--- src/rtl/obs_seq_framer.sv ---
// Sequential front-end for the combinational HMM evaluator: collects one frame of
// observation symbols, waits for the alpha chain to settle, then hands back the probability.
module obs_seq_framer #(
    parameter int OBSERVED_STATES = 3,
    parameter int OBSERVED_LEN    = 4,
    parameter int DATA_PREC       = 16,
    parameter int SETTLE_CYCLES   = 4,
    localparam int SW = (OBSERVED_STATES > 2) ? $clog2(OBSERVED_STATES) : 1
) (
    input  logic                 clk,
    input  logic                 rst_n,
    input  logic                 abort,
    input  logic [SW-1:0]        sym_in,
    input  logic                 sym_valid,
    output logic                 sym_ready,
    output logic [SW-1:0]        seq_out [OBSERVED_LEN-1:0],
    input  logic [DATA_PREC-1:0] hmm_prob,
    output logic [DATA_PREC-1:0] prob_out,
    output logic                 prob_valid,
    input  logic                 prob_ready,
    output logic                 sym_err,
    output logic [15:0]          frame_count,
    output logic [1:0]           dbg_state
);

    localparam int IW = (OBSERVED_LEN > 1) ? $clog2(OBSERVED_LEN) : 1;
    localparam logic [SW:0]   MAX_SYM  = (SW + 1)'(OBSERVED_STATES);
    localparam logic [IW-1:0] LAST_IDX = IW'(OBSERVED_LEN - 1);
    localparam logic [7:0]    SETTLE_LOAD = 8'(SETTLE_CYCLES);

    typedef enum logic [1:0] {
        S_FILL   = 2'd0,
        S_SETTLE = 2'd1,
        S_HOLD   = 2'd2
    } state_t;

    state_t                r_state;
    logic [IW-1:0]         r_wr_idx;
    logic [7:0]            r_settle_cnt;
    logic [SW-1:0]         r_seq [OBSERVED_LEN-1:0];
    logic [DATA_PREC-1:0]  r_prob;
    logic                  r_prob_valid;
    logic                  r_sym_err;
    logic [15:0]           r_frame_count;

    logic                  w_accept;
    logic                  w_in_range;
    logic                  w_result_taken;

    // Handshakes: a transfer happens on a rising edge where valid && ready are both high.
    // The producer holds data stable while valid && !ready; ready never depends on valid.
    assign sym_ready      = (r_state == S_FILL);
    assign w_accept       = sym_valid && sym_ready;
    assign w_in_range     = ({1'b0, sym_in} < MAX_SYM);
    assign w_result_taken = r_prob_valid && prob_ready;

    assign seq_out     = r_seq;
    assign prob_out    = r_prob;
    assign prob_valid  = r_prob_valid;
    assign sym_err     = r_sym_err;
    assign frame_count = r_frame_count;
    assign dbg_state   = r_state;

    always_ff @(posedge clk or negedge rst_n) begin
        if (!rst_n) begin
            r_state       <= S_FILL;
            r_wr_idx      <= '0;
            r_settle_cnt  <= '0;
            r_prob        <= '0;
            r_prob_valid  <= 1'b0;
            r_sym_err     <= 1'b0;
            r_frame_count <= '0;
            for (int i = 0; i < OBSERVED_LEN; i++) begin
                r_seq[i] <= '0;
            end
        end else if (abort) begin
            // Frame contents and the completed-frame count survive an abort.
            r_state      <= S_FILL;
            r_wr_idx     <= '0;
            r_settle_cnt <= '0;
            r_prob_valid <= 1'b0;
            r_sym_err    <= 1'b0;
        end else begin
            case (r_state)
                S_FILL: begin
                    if (w_accept) begin
                        r_seq[r_wr_idx] <= w_in_range ? sym_in : '0;
                        if (!w_in_range) begin
                            r_sym_err <= 1'b1;
                        end
                        if (r_wr_idx == LAST_IDX) begin
                            r_state      <= S_SETTLE;
                            r_settle_cnt <= SETTLE_LOAD;
                            r_wr_idx     <= '0;
                        end else begin
                            r_wr_idx <= r_wr_idx + IW'(1);
                        end
                    end
                end
                S_SETTLE: begin
                    // The frame has been stable for SETTLE_CYCLES full cycles at this capture.
                    if (r_settle_cnt <= 8'd1) begin
                        r_settle_cnt <= '0;
                        r_prob       <= hmm_prob;
                        r_prob_valid <= 1'b1;
                        r_state      <= S_HOLD;
                    end else begin
                        r_settle_cnt <= r_settle_cnt - 8'd1;
                    end
                end
                S_HOLD: begin
                    if (w_result_taken) begin
                        r_prob_valid  <= 1'b0;
                        r_frame_count <= r_frame_count + 16'd1;
                        r_sym_err     <= 1'b0;
                        r_state       <= S_FILL;
                    end
                end
                default: begin
                    r_state <= S_FILL;
                end
            endcase
        end
    end

endmodule

--- config.mk ---
export PLATFORM = sky130hd
export DESIGN_NAME = obs_seq_framer
export DESIGN_NICKNAME = d
export VERILOG_FILES = /design/src/rtl/obs_seq_framer.sv
export SDC_FILE = /design/constraint.sdc
export NUM_CORES = 1
export LEC_CHECK = 0
export CORE_MARGIN = 5
export CORE_UTILIZATION = 35
export CTS_BUF_LIST = sky130_fd_sc_hd__clkbuf_4
export DETAILED_ROUTE_END_ITERATION = 10
export PLACE_DENSITY = 0.58
export SYNTH_ARGS = -nofsm -noshare
export SYNTH_HDL_FRONTEND = slang
export SYNTH_SLANG_ARGS = --single-unit
--- constraint.sdc ---
create_clock -name clk -period 1.9 [get_ports clk]
set_input_delay 0.19 -clock clk [delete_from_list [all_inputs] [get_ports clk]]
set_output_delay 0.19 -clock clk [all_outputs]
set_load 0.05 [all_outputs]
Word level (Yosys, flattened, before mapping)
Cells that the tools add are included.
- bits in registers: 54
- input bits: 23
- logic and storage cells: 71
- $add $sub $neg: 3
- magnitude comparators: 4
- equal/unequal tests: 8
- multiplexer cells: 27
- bitwise gates (word level): 1
- reduce and logical (&&, ||, !) cells: 17
- operator list (kind ; number):
    8-bit 2-to-1 mux ; 4
    2-bit 2-to-1 mux ; 11
    16-bit by 1-bit adder with 16-bit output (second input constant) ; 1
    8-bit one-hot mux with 2 select lines ; 1
    3-bit AND reduction ; 5
    3-bit inequality test (second input constant) ; 3
    3-bit nonzero test ; 3
    8-bit bitwise mux ; 1
    8-bit by 1-bit <= comparator with 1-bit output (second input constant) ; 1
    4-bit AND reduction ; 2
    8-bit by 1-bit subtractor with 8-bit output (second input constant) ; 1
    1-bit 2-to-1 mux ; 6
    3-bit by 2-bit inequality test with 1-bit output (second input constant) ; 2
    2-bit one-hot mux with 3 select lines ; 1
    2-bit demux with 2-bit select ; 1
    2-bit equality test (second input constant) ; 2
    1-bit one-hot mux with 2 select lines ; 2
    2-bit nonzero test ; 2
    1-bit logical AND ; 3
    2-bit by 3-bit < comparator with 1-bit output (second input constant) ; 1
    2-bit by 1-bit adder with 2-bit output (second input constant) ; 1
    2-bit by 1-bit equality test with 1-bit output (second input constant) ; 1
    2-bit by 1-bit greater-or-equal comparator with 1-bit output (second input constant) ; 1
    2-bit logical NOT ; 1
    3 further kinds ; 3

Depth between registers and ports, before layout
- depth after elaboration: 5
- depth in mapped cells: 7

Least setup slack after synthesis
No wires, ideal clock.
- path type: register to register
- start point: register r_state[1] (netlist: dbg_state[1])
- end point: register r_prob[15] (netlist: prob_out[15])
- library setup time: 0.125 ns
- arrival time: 1.825 ns
- data required time: 1.775 ns
- setup slack: -0.051 ns
- stages on the path, launching flop included: 6
- path buffers: 2
- cells stage by stage: dfrtp_1 > buf_2 > or3b_4 > nor2_8 > buf_12 > mux2_4
- word-level cells in the longest chain between the ends: 2
- ends and longest elaborated chain (what ; line ; RTL):
    start, declared ; 37 ; state_t r_state;
    start signal, assigned ; 66 ; r_state <= S_FILL;
    start signal, assigned ; 78 ; r_state <= S_FILL;
    start signal, assigned ; 92 ; r_state <= S_SETTLE;
    2-bit by 1-bit equality test with 1-bit output ; 84 ; case (r_state)
    3-bit AND reduction (no line) ; - ;
    end signal, assigned ; 104 ; r_prob <= hmm_prob;
    end, declared ; 41 ; logic [DATA_PREC-1:0] r_prob;
Every way passes these cells.
A chain may end at the register's enable or synchronous reset.

Final worst setup path
- start point: register r_frame_count[14] (netlist: frame_count[14])
- end point: output port frame_count[14]
- RTL lines (what ; line ; RTL):
    start, declared ; 44 ; logic [15:0] r_frame_count;
    start signal, assigned ; 114 ; r_frame_count <= r_frame_count + 16'd1;
    end, declared ; 22 ; output logic [15:0] frame_count,
No word-level cell between the ends.

==> results <==
- The critical path goes through clkdlybuf4s50_1.
- The routed design has 5380 um of wire.
- For this run the aggregate overflow at the end of global routing stands at 0.
- The boundary pin count is 68.
- Using the TritonRoute via totals, the vias-per-cell ratio works out to 4.63.
- The sum of buffers and inverters on the critical path is 1.
- The HPWL after detailed placement is 4060 um.
- The height of the die is 95.0 um.
- The startpoint type of the worst setup path is a register.
- For this design the static power due to leakage is 1.77 nW.
- The worst path uses 96.0% of the clock period.
- The time the worst path needs with I/O delays and setup is 1.82 ns.
- The weighted congestion reported at the end of routability-driven placement is 0.723.
- The fill cell instance count of the final layout is 716.
- The flip-flop and latch count after synthesis is 54.
- The total nets after synthesis is 239.
- The max-slew violation count is 0.
- The flow ran to the end, and the final reports show no timing, DRC or antenna violations.
- At the placement stage, the worst setup path has a slack of -0.0126 ns.
- Entering global routing, the biggest net connects 21 pins.
- The post-route antenna net violation count is 0.
- For the pin with the worst max-slew slack, the measured transition is 0.515 ns.
- The data required time of the worst path is 1.71 ns.
- The worst hold-check path type is primary input to asynchronous set/reset pin.
- The via count of the first global-routing pass is 1,832.
- The global-route wire length before repair is 8840 um.
- The async set-reset flop share out of synthesis is 100%.
- STA classifies the critical path endpoint as an output port.
- In this run, synthesis inferred 0 flip-flops with an integrated enable.
- The global-route usage over all layers is 12.5%.
- Clock tree synthesis selected as its root buffer the cell clkbuf_4.
- Power spread over the standard cell area amounts to 662 nW/um^2.
- The origin of the worst setup path is frame_count[14]$_DFFE_PN0P_.
- The maximum VDD drop is 0.374 mV.
- For this run, the post-layout net count is 321.
- The antenna diode count is 0.
- The area growth from synthesis to layout is 38.2%.
- The worst endpoint data arrival time is 1.63 ns.
- After clock tree synthesis, the clock-pin slew on the worst setup and hold paths is 0.17 ns.
- The number of search-and-repair iterations in the first detailed-routing pass is 4.
- Setup repair after global routing left no endpoint under its margin.
- Setup violations remaining at the end of the flow were counted as 0.
- The longest clock path from root to sink contains 2 buffers.
- The overall die area is 9020 um^2.
- TritonCTS built the clock tree.
- Grouping stages by cell kind, the critical path spends the most delay in buffers and inverters.
- The number of failing hold endpoints at the final stage is 0.
- The total of max-cap violations is 0.
- Across the routed clock network, the largest skew measured is 0.0161 ns.
- The sequential fraction of the synthesis area is 53.5%.
- The per-instance average area after synthesis is 12.1 um^2.
- The worst hold slack after final layout is 0.262 ns.
- The warning count from the yosys run is 0.
- Along the worst path, the maximum fanout reaches 3.
- The cell with the largest stage delay on the worst path is clkdlybuf4s50_1.
- The delay contributed by the slowest stage of the critical path is 0.82 ns.
- The share of cells above drive strength 1 is 20.5%.
- In this run the horizontal extent of the chip is 95.0 um.
- The routed wirelength normalized by instance count is 13.8 um.
- The number of clock sinks is 54.
- The number of rows in the core area is 31.
- For this run, the leading register cell type out of synthesis is dfrtp_1.
- The clock reaches the later pin of the worst-skew pair after 0.39 ns.
- The number of distinct library cell variants in the gate-level netlist after synthesis is 35.
- In this run the tool buffered the top-level ports with 67 buffer cells.
- The number of clock buffers inserted by TritonCTS is 5.
- The iteration-0 DRC count of the detailed router is 30.
- Detailed routing inserted a total of 1,811 vias.
- The initial antenna violation count is 0.
- The type of the worst setup path is register to output port.
- After layout, the worst setup slack is 0.0761 ns.
- The worst register-to-register path begins at r_settle_cnt[1]$_DFFE_PN0P_.
- Summed over all failing endpoints, the final setup total negative slack is 0 ns.
- The effective utilization at floorplan is 35.4%.
- For this run, design rule violations remaining after detail routing come to 0.
- Synthesis produced 209 cells.
- Timing would allow up to 548 MHz.
- The core area is 7140 um^2.
- The H-tree was split into 2 levels.
- The post-synth design cell area is 2530 um^2.
- The worst max-slew margin expressed relative to the limit is 65.5%.
## layout make-up
class                      instances  area, um^2  share of cell area (%)
timing repair buffer              80         812                    23.3
multi-input combinational        143        1110                    31.8
clock buffer                       5        37.5                    1.08
clock inverter                     3        28.8                   0.824
sequential                        54        1350                    38.8
inverter                           7        26.3                   0.753
tap                               99         124                    3.55
## per-layer routing
| layer | wire length, um | track usage [%] |
|---|---|---|
| met4 | 81 | 4.33 |
| met1 | 2590 | 17.3 |
| met3 | 339 | 3.59 |
| met5 | 0 | 0 |
| met2 | 2370 | 18.6 |
## cell usage in the layout, fill, tap and decap left out, types with 3 or more instances in the layout
cell	instances
xnor2_1	14
nand2_1	19
nor3_2	3
nor2_1	10
dlymetal6s2s_1	8
clkbuf_4	5
clkdlybuf4s50_1	51
ha_1	7
or3_1	3
dfrtp_1	52
nor3_1	3
nand3_1	7
o21ai_0	7
a21oi_1	8
nand4_1	5
xor2_1	3
a21o_1	5
buf_12	3
dlygate4sd2_1	5
nand2b_1	3
a31oi_1	3
inv_1	7
mux2_4	8
buf_4	11
mux2_2	17
nor2b_1	3
## cells by family (layout without fill, tap and decap cells)
kind of cell,count (synthesis),in the layout,synth area share [%]
compound gates,28,28,6.93
mux,25,25,12.3
flops,54,54,53.5
simple gates,66,66,15.1
xor+xnor,17,17,5.89
buf+inv,12,95,2.82
fa+ha+maj,7,7,3.47
## cell usage after synthesis (all sizes together), types with 5 or more instances
| library cell | count | area share (%) |
|---|---|---|
| dfrtp | 54 | 53 |
| mux2 | 25 | 12 |
| nand2 | 19 | 2.8 |
| xnor2 | 14 | 4.9 |
| nor2 | 11 | 2.3 |
| a21oi | 8 | 1.6 |
| nand3 | 8 | 1.6 |
| o21ai | 8 | 1.6 |
| ha | 7 | 3.5 |
| inv | 7 | 1.0 |
| nor3 | 6 | 1.8 |
| a21o | 5 | 1.5 |
| nand4 | 5 | 1.2 |
## sequential cells by signal, summed over array words and instances, names as in the netlist
register      flops
frame_count      16
prob_out         16
r_settle_cnt      8
seq_out           8
dbg_state         2
r_wr_idx          2
prob_valid        1
sym_err           1
## worst paths after layout
kind | cells after the start | to | slack [ns]
worst max-delay path | 1 | frame_count[14] | 0.08
worst min-delay path | 2 | frame_count[13]$_DFFE_PN0P_ | 0.26
worst max register to register | 7 | prob_out[9]$_DFFE_PN0P_ | 0.14
worst min register to register | 1 | frame_count[15]$_DFFE_PN0P_ | 0.48
max in group asynchronous | 3 | r_settle_cnt[0]$_DFFE_PN0P_ | 1.08
min in group clk | 2 | prob_out[6]$_DFFE_PN0P_ | 0.41
## per-stage QoR
step                util [%]  total power [mW]  cells  cell area (um^2)
floorplan                  -              1.56    209              2530
global placement        47.6              1.78    382              3390
detailed placement      47.6              1.78    382              3390
CTS                     48.5              2.36    391              3460
global route            48.9              2.42    391              3490
finish                  48.9              2.31    391              3490
## power breakdown
| group | leakage (nW) | switching, mW | internal, mW |
|---|---|---|---|
| logic | 0.991 | 0.307 | 0.209 |
| registers | 0.741 | 0.0332 | 1.21 |
| clock network | 0.0373 | 0.393 | 0.159 |
| total | 1.77 | 0.733 | 1.58 |
## repair_timing
| action | in CTS | in global routing |
|---|---|---|
| hold buffers | 1 | 0 |
| setup endpoints to repair | 5 | 23 |
| pin swaps | 0 | 0 |
| endpoints found under the hold margin | 17 | 0 |
| gates resized for setup | 5 | 10 |
| setup buffers | 0 | 0 |
Power figures use the tool's default switching activity.
